==> src/rtl/fetch_instruction_pkg.sv <==
// Shared processor definitions: fetch FSM states, HALT opcode, NOP encoding.
// Latency: n/a (types and constants only).
// Backpressure: n/a.
package fetch_instruction_pkg;

  typedef enum logic [1:0] {
    S_FETCH = 2'd0,
    S_HOLD  = 2'd1,
    S_DRAIN = 2'd2,
    S_HALT  = 2'd3
  } fetch_state_e;

  localparam logic [4:0]  OP_HALT    = 5'b00000;
  localparam logic [15:0] NOP_INSTR  = 16'h0800;
  localparam logic [15:0] INSTR_STEP = 16'd2;

  // True when the instruction's opcode field marks a HALT.
  function automatic logic is_halt(input logic [15:0] instr);
    return instr[15:11] == OP_HALT;
  endfunction

endpackage

==> src/rtl/fetch_instruction_pc_register.sv <==
// 16-bit program counter register with load enable.
// Latency: loaded value visible one clock after ld_i.
// Backpressure: none; holds its value whenever ld_i is low.
module pc_register #(
  parameter logic [15:0] RESET_VAL = 16'h0000
) (
  input  logic        clk,
  input  logic        rst,
  input  logic        ld_i,
  input  logic [15:0] d_i,
  output logic [15:0] q_o
);

  logic [15:0] pc_q;

  // Capture the new PC when loaded; async reset to the boot address.
  always_ff @(posedge clk or posedge rst) begin
    if (rst) begin
      pc_q <= RESET_VAL;
    end else if (ld_i) begin
      pc_q <= d_i;
    end
  end

  assign q_o = pc_q;

endmodule

==> src/rtl/fetch_instruction.sv <==
// Instruction fetch stage: one-entry buffer between imem and decode, with redirect/halt.
// Latency: instruction available the cycle after imem_valid; next request after id_ready.
// Backpressure: buffer held while id_ready is low; no new request until drained.
// Optional: define FETCH_PERF_CNT_EN to add the fetch_count performance counter.
module fetch_instruction
  import fetch_instruction_pkg::*;
#(
  parameter logic [15:0] RESET_PC = 16'h0000
) (
  input  logic        clk,
  input  logic        rst,
  input  logic        redirect_en,
  input  logic [15:0] redirect_pc,
  input  logic        id_ready,
  output logic        imem_req,
  output logic [15:0] imem_addr,
  input  logic [15:0] imem_rdata,
  input  logic        imem_valid,
  output logic [15:0] instr_out,
  output logic [15:0] pc_plus2_out,
  output logic        instr_valid,
`ifdef FETCH_PERF_CNT_EN
  output logic [15:0] fetch_count,
`endif
  output logic        halted
);

  fetch_state_e state_q;
  logic [15:0]  req_addr_q;
  logic         imem_req_q;
  logic [15:0]  instr_q;
  logic [15:0]  pc_plus2_q;
  logic         instr_valid_q;
  logic         halted_q;

  logic [15:0]  pc_q;
  logic [15:0]  pc_d;
  logic         pc_ld;
  logic [15:0]  req_plus2;
  logic         fetch_accept;

  // Carry out of bit 15 is dropped, so 16'hFFFE wraps to 16'h0000.
  assign req_plus2    = req_addr_q + INSTR_STEP;
  assign fetch_accept = !redirect_en && (state_q == S_FETCH) && imem_valid;

  // PC follows a redirect, otherwise advances past each accepted fetch.
  always_comb begin
    pc_ld = 1'b0;
    pc_d  = pc_q;
    if (redirect_en) begin
      pc_ld = 1'b1;
      pc_d  = redirect_pc;
    end else if (fetch_accept) begin
      pc_ld = 1'b1;
      pc_d  = req_plus2;
    end
  end

  pc_register #(
    .RESET_VAL (RESET_PC)
  ) u_pc (
    .clk  (clk),
    .rst  (rst),
    .ld_i (pc_ld),
    .d_i  (pc_d),
    .q_o  (pc_q)
  );

  // Fetch FSM with registered outputs; redirect overrides every other event.
  always_ff @(posedge clk or posedge rst) begin
    if (rst) begin
      state_q       <= S_FETCH;
      req_addr_q    <= RESET_PC;
      imem_req_q    <= 1'b1;
      instr_q       <= NOP_INSTR;
      pc_plus2_q    <= 16'h0000;
      instr_valid_q <= 1'b0;
      halted_q      <= 1'b0;
    end else if (redirect_en) begin
      instr_valid_q <= 1'b0;
      halted_q      <= 1'b0;
      imem_req_q    <= 1'b1;
      // A request still in flight must be drained at its original address so
      // its response is not mistaken for the redirect target.
      if ((state_q == S_FETCH || state_q == S_DRAIN) && !imem_valid) begin
        state_q <= S_DRAIN;
      end else begin
        state_q    <= S_FETCH;
        req_addr_q <= redirect_pc;
      end
    end else begin
      case (state_q)
        S_FETCH: begin
          if (imem_valid) begin
            instr_q       <= imem_rdata;
            pc_plus2_q    <= req_plus2;
            instr_valid_q <= 1'b1;
            imem_req_q    <= 1'b0;
            if (is_halt(imem_rdata)) begin
              state_q  <= S_HALT;
              halted_q <= 1'b1;
            end else begin
              state_q <= S_HOLD;
            end
          end
        end
        S_HOLD: begin
          if (id_ready) begin
            instr_valid_q <= 1'b0;
            req_addr_q    <= pc_q;
            imem_req_q    <= 1'b1;
            state_q       <= S_FETCH;
          end
        end
        S_DRAIN: begin
          // Stale response is dropped; restart at the redirected PC.
          if (imem_valid) begin
            req_addr_q <= pc_q;
            state_q    <= S_FETCH;
          end
        end
        S_HALT: begin
          if (id_ready) begin
            instr_valid_q <= 1'b0;
          end
        end
        default: begin
          state_q    <= S_FETCH;
          imem_req_q <= 1'b1;
        end
      endcase
    end
  end

`ifdef FETCH_PERF_CNT_EN
  logic [15:0] fetch_count_q;

  // Count instructions actually loaded into the buffer; wraps naturally.
  always_ff @(posedge clk or posedge rst) begin
    if (rst) begin
      fetch_count_q <= 16'h0000;
    end else if (fetch_accept) begin
      fetch_count_q <= fetch_count_q + 16'd1;
    end
  end

  assign fetch_count = fetch_count_q;
`endif

  assign imem_req     = imem_req_q;
  assign imem_addr    = req_addr_q;
  assign instr_out    = instr_q;
  assign pc_plus2_out = pc_plus2_q;
  assign instr_valid  = instr_valid_q;
  assign halted       = halted_q;

endmodule

==> config.mk <==
export PLATFORM = sky130hd
export DESIGN_NAME = fetch_instruction
export DESIGN_NICKNAME = d
export VERILOG_FILES = /design/src/rtl/fetch_instruction_pkg.sv /design/src/rtl/fetch_instruction_pc_register.sv /design/src/rtl/fetch_instruction.sv
export SDC_FILE = /design/constraint.sdc
export NUM_CORES = 1
export LEC_CHECK = 0
export ABC_CLOCK_PERIOD_IN_PS = 7100
export CAP_MARGIN = 20
export CORE_UTILIZATION = 30
export CTS_CLUSTER_SIZE = 24
export DETAILED_ROUTE_END_ITERATION = 7
export GPL_ROUTABILITY_DRIVEN = 1
export GPL_TIMING_DRIVEN = 0
export PLACE_DENSITY = 0.58
export SLEW_MARGIN = 40
export SYNTH_ARGS = -nofsm -noshare
export SYNTH_HDL_FRONTEND = slang
export SYNTH_SLANG_ARGS = --single-unit
==> constraint.sdc <==
create_clock -name clk -period 7.1 [get_ports clk]
set_clock_uncertainty 0.2 [all_clocks]
set_input_delay 1.42 -clock clk [delete_from_list [all_inputs] [get_ports clk]]
set_output_delay 1.42 -clock clk [all_outputs]
set_load 0.03 [all_outputs]
### Yosys cells after proc, flatten, opt, wreduce, memory -nomap -nowiden

Cells that the tools add are included.

| word-level totals | value |
|---|---|
| bits in registers | 69 |
| bits in latches | 0 |
| memory bits (writable) | 0 |
| ROM bits | 0 |
| logic and storage cells | 70 |
| memories kept | 0 |

| cells by class | value |
|---|---|
| add/sub/neg operators | 1 |
| multiply operators | 0 |
| divide/modulo/power cells | 0 |
| $lt $le $gt $ge | 0 |
| equal/unequal tests | 8 |
| shifts and indexed selects | 0 |
| multiplexer cells | 28 |
| bitwise operators | 1 |
| reduce and logical (&&, ||, !) cells | 24 |

Operators with widths:

| cell | number |
|---|---|
| $mux 16 | 6 |
| $pmux 16 s2 | 1 |
| $add 16x2->16 const B | 1 |
| $mux 1 | 12 |
| $mux 2 | 6 |
| $reduce_and 3->1 | 4 |
| $ne 3x3->1 const B | 3 |
| $reduce_bool 3->1 | 3 |
| $reduce_and 4->1 | 2 |
| $reduce_bool 2->1 | 4 |
| $pmux 2 s3 | 1 |
| $logic_not 5->1 | 1 |
| $eq 2x2->1 const B | 2 |
| $pmux 1 s2 | 2 |
| $reduce_bool 4->1 | 1 |
| $logic_and 1x1->1 | 3 |
| $ne 3x1->1 const B | 1 |
| $eq 2x1->1 const B | 1 |
| $logic_not 1->1 | 2 |
| $logic_not 2->1 | 1 |
| $ne 2x2->1 const B | 1 |
| $reduce_and 2->1 | 1 |
| $reduce_or 2->1 | 1 |
| $logic_or 1x1->1 | 1 |
| $not 1->1 | 1 |

### Depth between registers and ports, before layout

Gate-level depths: netlist of the first run.

| logic depth | value |
|---|---|
| word-level depth | 6 |
| mapped depth | 7 |
| gate-level depth less buffers | 6 |

### By module

A second synthesis of the first run with hierarchy kept.

| unflattened totals | value |
|---|---|
| cells, all modules | 362 |
| area total of the unflattened synthesis | 3,449.6 µm² |

By module, submodules not included:

| module | times used | cells an instance | area each (µm²) |
|---|---|---|---|
| fetch_instruction | 1 | 327 | 2,796.4 |
| pc_register | 1 | 35 | 653.1 |

### Worst setup path before layout of the first run

No wires, ideal clock.

| timing | value |
|---|---|
| kind | input-to-reg |
| start point | in imem_valid |
| end point | reg u_pc.pc_q[15] (netlist: u_pc.q_o[15]) |
| setup time | 0.075 ns |
| arrival | 2.359 ns |
| path slack | 4.466 ns |
| stages on the path | 6 |
| buffers on the path | 2 |
| path through | buf_2 -> and2_1 -> buf_2 -> nor2_1 -> a22oi_1 -> o21ai_2 |

| on the way | value |
|---|---|
| cells in the longest elaborated chain, start to end | 4 |
| elaborated cells between the ends (all ways) | 5 |
| those cells by class | mux: 2; reduce/logical: 3 |

RTL lines:

| item | line | text |
|---|---|---|
| start: declaration | fetch_instruction.sv:18 | `input logic imem_valid,` |
| $logic_and 1x1->1 (*) | fetch_instruction.sv:44 | `assign fetch_accept = !redirect_en && (state_q == S_FETCH) && imem_valid;` |
| $mux 1 | fetch_instruction.sv:53 | `end else if (fetch_accept) begin` |
| $mux 1 | fetch_instruction.sv:50 | `if (redirect_en) begin` |
| $reduce_and 2->1 (no line) (*) | - |  |
| end signal: assignment | fetch_instruction_pc_register.sv:21 | `pc_q <= d_i;` |
| end: declaration | fetch_instruction_pc_register.sv:14 | `logic [15:0] pc_q;` |

Mark *: on every way between the ends. The rest lies on a longest branch, timed or not.
A chain may end at the register's enable or synchronous reset.

### Final worst setup path of the first run

| timing | value |
|---|---|
| start point | reg req_addr_q[5] (netlist: imem_addr[5]) |
| end point | out imem_addr[5] |

RTL lines:

| item | line | text |
|---|---|---|
| start: declaration | fetch_instruction.sv:29 | `logic [15:0] req_addr_q;` |
| start signal: assignment | fetch_instruction.sv:89 | `req_addr_q <= redirect_pc;` |
| start signal: assignment | fetch_instruction.sv:110 | `req_addr_q <= pc_q;` |
| start signal: assignment | fetch_instruction.sv:118 | `req_addr_q <= pc_q;` |
| end: declaration | fetch_instruction.sv:16 | `output logic [15:0] imem_addr,` |

No word-level cell between the ends.

==> results of run 1 <==
==> metal layers <==
metal	wire length (µm)	vias to the layer above	track usage, %
met5	0	-	0
met4	83	0	4.56
met3	671	8	7.11
met2	3840	80	25.1
met1	3890	1207	20.9
li1	-	1221	-
==> Yosys cell counts (all sizes together) (2+ instances only) <==
library cell and count:
nand2b 3, o21ai 44, nor3 6, nor2 11, nor3b 2, nand4 4, buf 10, ha 5
inv 6, mux2 22, nand2 42, nor4 2, mux2i 21, clkbuf 6, nand3 3, xor2 2
a22oi 7, a21oi 8, dfstp 2, xnor2 11, dfrtp 67
==> layout make-up <==
cell class	count	share of cell area, %
flip-flops and latches	69	38.3
multi-input cells	205	31.9
repair buffers	86	19.3
well taps	136	3.77
clock buffers	10	3.05
plain buffers	16	1.66
clock inverters	6	1.39
inverters	6	0.610
==> registers in the layout, indices dropped and copies added, names as in the netlist <==
signal	flops
state_q	2
imem_addr	16
halted	1
imem_req	1
instr_out	16
u_pc.q_o	16
pc_plus2_out	16
instr_valid	1
==> tightest hold or removal path: stages (launching register included) <==
cell	delay, ns
dfrtp_1	0.35
nand2_1	0.04
o21ai_0	0.06
==> report_power, final <==
group | leakage, nW | switching [mW] | internal [mW]
logic | 0.937 | 0.562 | 0.430
registers | 0.843 | 0.150 | 0.559
clock network | 0.0943 | 0.156 | 0.170
total | 1.87 | 0.868 | 1.16
==> through the flow <==
step	hold slack, ns	worst slack (ns)	std cells
floorplan	0.272	3.74	296
global placement	0.264	2.43	517
detailed placement	0.271	3.75	518
CTS	0.289	3.84	534
global route	0.302	3.79	534
finish	0.279	3.84	534
==> logic make-up after synthesis <==
logic type	synth area share, %
flip-flops	53.0
XOR/XNOR	3.49
buffers and inverters	2.99
multiplexers	14.0
adder cells (fa/ha/maj)	1.92
AND/OR/NAND/NOR	12.7
AO/OA/AOI/OAI	11.9
==> path summary, 6_finish.rpt <==
path	from	end	slack [ns]
worst min register to register	pc_plus2_out[11]$_DFFE_PP0P_	pc_plus2_out[11]$_DFFE_PP0P_	0.28
worst max-delay path	imem_addr[5]$_DFFE_PP0P_	imem_addr[5]	3.84
max in group asynchronous	rst	imem_addr[6]$_DFFE_PP0P_	4.98
min in group asynchronous	rst	instr_out[0]$_DFFE_PP0P_	1.21
worst min-delay path	pc_plus2_out[11]$_DFFE_PP0P_	pc_plus2_out[11]$_DFFE_PP0P_	0.28
worst max register to register	state_q[1]$_DFFE_PP0P_	imem_addr[3]$_DFFE_PP0P_	4.86
==> results.yml, run 1 <==
synth:
  synthCells: 296
  synth_cell_types: 41
  synth-seq-cells: 69
  synth-async-reset-ratio_pct: 100
  synth.cell_area_um2: 3260
  synth_top_flop_cell: "dfrtp_1"
  yosysSeqAreaShare_pct: 53.0
  yosysWarnings: 0
  synth-edff-count: 0
  yosys.area.top_type: "dfrtp_1"
  synth_nets: 338
  syn_area_per_cell_um2: 11.0
  yosys-top-cells-area: "dfrtp_1 51%, mux2_2 6.9%, mux2i_1 6.4%"
  synth_top_area_share_pct: 51.4
finish:
  fill_cells: 1027
  final_cell_mix: "85 x clkdlybuf4s50_1, 67 x dfrtp_1, 42 x nand2_1"
  final_cell_area_um2: 4510
  fin_nets: 435
  drive_gt1_share_pct: 15.8
  final_util_pct: 43.3
  antenna_cells: 0
  syn_to_final_growth_pct: 38.2
  multi_input_comb_area_um2: 1440
  seq_area_um2: 1730
  final_common_cell: "clkdlybuf4s50_1"
clock_tree:
  clk_pin_slew_ns: 0.08
  cts_sinks: 69
  cts_root_buffer: "clkbuf_8"
  cts_tree: "yes"
  cts_buffers: 9
  cts_max_path_buffers: 2
  clkLatencyLatePin_ns: 0.35
  cts_max_level: 3
  postCtsSetupBuffers: 0
  cts-hold-fix-buffers: 0
  cts_resized: 0
worst_setup_path:
  crit_cells: 1
  cp_cell_sequence: "clkdlybuf4s50_1"
  arrival_ns: 1.64
  end_kind: "output port"
  crit_path_max_incr_delay_ns: 0.74
  crit_type: "reg2out"
  path_buf_inv: 1
  cp-start-kind: "flip-flop"
  crit_family: "buffers and inverters"
  critPathRequiredTime_ns: 5.48
  worstRegToRegCells: 6
  crit_fanout: 7
  cp_slowest_cell: "clkdlybuf4s50_1"
timing:
  finalCriticalPeriod_ns: 3.26
  tightest_slew_ns: 0.592
  drv_slew: 0
  hold_violations: 0
  tns_ns: 0
  relSlewSlack_pct: 60.4
  rsz0062_at_grt: "no"
  setup_viol: 0
  max_freq_ghz: 0.307
  period_share_pct: 45.9
floorplan:
  rows: 37
  start_util_pct: 31.3
  coreArea_um2: 10400
  die_x_um: 106
  io_pins: 88
  die_area_um2: 11300
  die_y_um: 106
routing:
  postRouteAntennaNets: 0
  via_per_inst: 4.71
  drt_wl_total_mm: 8.48
  wl_per_cell_um: 15.9
  route.detailed.drc: 0
  drtPass1Iterations: 4
  drt_iter0_drc: 63
  via_count: 2516
pwr:
  fin_total_pwr_mw: 2.03
  power_leakage_nw: 1.87
  powerDensity_nw_per_um2: 450
  ir_worst_vdd_mv: 0.225
place:
  dp_hpwl_mm: 6.01
  dpl_cell_area_um2: 4310
  port_buffers: 85
  gp_congestion: 0.762
worst_hold_path:
  hold_class: "reg2reg"
  holdPathStages: 2
global_routing:
  first_global_vias: 2655
  grt_max_degree: 39
  grt_pass1_wl_mm: 14.0
  overflow: 0
  track_usage_pct: 16.3
  antenna_found_initial: 0
run_status:
  outcome: "finished clean"
run:
  drv_cap: 0
No activity file was read; power rests on OpenSTA's default activity.
==> inputs of run 2 (changes only) <==
--- a/config.mk
+++ b/config.mk
@@ -5,14 +5,14 @@
 export SDC_FILE = /design/constraint.sdc
 export NUM_CORES = 1
 export LEC_CHECK = 0
-export ABC_CLOCK_PERIOD_IN_PS = 7100
+export ABC_CLOCK_PERIOD_IN_PS = 2700
 export CAP_MARGIN = 20
 export CORE_UTILIZATION = 30
 export CTS_CLUSTER_SIZE = 24
 export DETAILED_ROUTE_END_ITERATION = 7
 export GPL_ROUTABILITY_DRIVEN = 1
 export GPL_TIMING_DRIVEN = 0
-export PLACE_DENSITY = 0.58
+export PLACE_DENSITY = 0.6
 export SLEW_MARGIN = 40
 export SYNTH_ARGS = -nofsm -noshare
 export SYNTH_HDL_FRONTEND = slang
==> constraint.sdc (replaced) <==
create_clock -name clk -period 2.7 [get_ports clk]
set_clock_uncertainty 0.2 [all_clocks]
set_input_delay 0.54 -clock clk [delete_from_list [all_inputs] [get_ports clk]]
set_output_delay 0.54 -clock clk [all_outputs]
set_load 0.03 [all_outputs]
==> run 2 against run 1 <==
Clock power is 130% higher. Flip-flop and latch count is the same. First-iteration DRC count rose by 52%. Critical path depth unchanged. Critical endpoint is now imem_addr[1]. Worst setup slack got worse by 3.5 ns. Via count up 0.60%. Power increased to 2.6 times the previous value. Global-route usage decreased by 0.39 points. Cell count down 0.19%. Cell area down 0.78%. Highest routed layer unchanged.
==> results.yml, run 2 (synthesized netlist as in run 1, its figures left out) <==
run_status:
  outcome: "finished clean"
floorplan:
  die_y_um: 106
  die_x_um: 106
  die_area_um2: 11300
  io_pins: 88
  rows: 37
  coreArea_um2: 10400
  start_util_pct: 31.3
finish:
  antenna_cells: 0
  final_cell_mix: "85 x clkdlybuf4s50_1, 67 x dfrtp_1, 42 x nand2_1"
  final_common_cell: "clkdlybuf4s50_1"
  final_util_pct: 43.0
  syn_to_final_growth_pct: 37.1
  fin_nets: 435
  drive_gt1_share_pct: 15.6
clock_tree:
  cts_root_buffer: "clkbuf_8"
  clk_pin_slew_ns: 0.07
  postCtsSetupBuffers: 0
  cts_max_level: 3
  cts_resized: 0
  cts_max_path_buffers: 2
  cts_tree: "yes"
  clkLatencyLatePin_ns: 0.35
  cts-hold-fix-buffers: 0
  cts_sinks: 69
  cts_buffers: 9
worst_setup_path:
  crit_path_max_incr_delay_ns: 0.75
  crit_type: "reg2out"
  r2r_end: "imem_addr[7]$_DFFE_PP0P_"
  arrival_ns: 1.64
  cp_cell_sequence: "clkdlybuf4s50_1"
  cp_slowest_cell: "clkdlybuf4s50_1"
  critPathRequiredTime_ns: 1.96
  crit_family: "buffers and inverters"
  reg2reg_from: "state_q[1]$_DFFE_PP0P_"
  worstRegToRegCells: 6
  crit_fanout: 8
  end_kind: "output port"
  r2r_setup_slack_ns: 0.44
  path_buf_inv: 1
  cp-start-kind: "flip-flop"
pwr:
  power_frac_comb_pct: 50.1
  p_int_mw: 2.95
  p_clk_share_pct: 14.2
  power_leakage_nw: 1.87
  p_seq_share_pct: 35.7
  powerDensity_nw_per_um2: 1160
  ir_worst_vdd_mv: 0.660
  p_sw_share_pct: 43.4
  switching_power_mw: 2.26
routing:
  drt_iter0_drc: 96
  drtPass1Iterations: 4
  via_per_inst: 4.75
  drt_wl_total_mm: 8.40
  wl_per_cell_um: 15.8
  via_count: 2531
  route.detailed.drc: 0
  postRouteAntennaNets: 0
timing:
  holdWs_ns: 0.278
  finalCriticalPeriod_ns: 2.38
  tightest_slew_ns: 0.609
  drv_slew: 0
  rsz0062_at_grt: "no"
  setup_viol: 0
  hold_violations: 0
  relSlewSlack_pct: 59.2
  max_freq_ghz: 0.420
  period_share_pct: 88.2
run:
  drv_cap: 0
worst_hold_path:
  hold_path_startpoint: "pc_plus2_out[8]$_DFFE_PP0P_"
  hold_class: "reg2reg"
  holdPathEnd: "pc_plus2_out[8]$_DFFE_PP0P_"
  holdPathStages: 2
global_routing:
  overflow: 0
  first_global_vias: 2607
  grt_pass1_wl_mm: 13.7
  track_usage_pct: 16.0
  grt_max_degree: 38
  antenna_found_initial: 0
place:
  port_buffers: 85
  dp_hpwl_mm: 6.08
  gp_congestion: 0.755
-- run 2: changes by cell type in the layout (fill, tap and decap cells not counted) --
cell,delta
bufinv_16,-1
clkinv_2,+2
clkinvlp_4,-2
-- run 2: worst max-delay path by stage --
stage,from,end,cells after the start
3_3_place_gp,rst,pc_plus2_out[3]$_DFFE_PP0P_,2
2_1_floorplan,rst,halted$_DFFE_PP0P_,1
5_1_grt,state_q[1]$_DFFE_PP0P_,imem_addr[8]$_DFFE_PP0P_,6
6_report,imem_addr[1]$_DFFE_PP0P_,imem_addr[1],1
3_5_place_dp,id_ready,imem_addr[7]$_DFFE_PP0P_,5
4_1_cts,imem_addr[3]$_DFFE_PP0P_,imem_addr[3],1
-- run 2: layout make-up --
| type | count | area [µm²] |
|---|---|---|
| inverters | 6 | 27.5 |
| flip-flops and latches | 69 | 1730 |
| clock inverters | 5 | 27.5 |
| fillers | 1012 | 5940 |
| plain buffers | 16 | 75.1 |
| repair buffers | 86 | 871 |
| clock buffers | 10 | 138 |
| multi-input cells | 205 | 1440 |
| well taps | 136 | 170 |
-- run 2: metrics by stage --
stage / area [µm²] / setup TNS, ns / std cells / total power [mW] / setup slack, ns
floorplan: 3260 / 0 / 296 / 3.40 / 0.223
global placement: 4290 / -72.06 / 517 / 4.46 / -1.07
detailed placement: 4310 / 0 / 518 / 4.51 / 0.222
CTS: 4480 / 0 / 533 / 5.27 / 0.332
global route: 4480 / 0 / 533 / 5.54 / 0.281
finish: 4480 / 0 / 533 / 5.21 / 0.319
-- run 2: power by group through the flow --
stage / sequential, mW / clock, mW / combinational, mW
6_report: 1.86 / 0.741 / 2.61
3_5_place_dp: 1.88 / 0 / 2.63
4_1_cts: 1.86 / 0.766 / 2.64
5_1_grt: 1.93 / 0.805 / 2.81
2_1_floorplan: 2.53 / 0 / 0.870
3_3_place_gp: 1.86 / 0 / 2.60
-- run 2: metal layers --
layer  global-route usage (%)  wire length [µm]  share of wire, %  vias up
met1                     20.4              3810                45     1214
li1                         -                 -                 -     1227
met5                        0                 0                 0        -
met3                     5.33               647               7.7        9
met2                     24.7              3830                46       81
met4                     6.35               111               1.3        0
==> inputs of run 3 (changes only) <==
--- a/config.mk
+++ b/config.mk
@@ -5,7 +5,6 @@
 export SDC_FILE = /design/constraint.sdc
 export NUM_CORES = 1
 export LEC_CHECK = 0
-export ABC_CLOCK_PERIOD_IN_PS = 2700
 export CAP_MARGIN = 20
 export CORE_UTILIZATION = 30
 export CTS_CLUSTER_SIZE = 24
==> results of run 3 <==
Same layout as run 2: the final DEF is identical, and so are final timing and power.
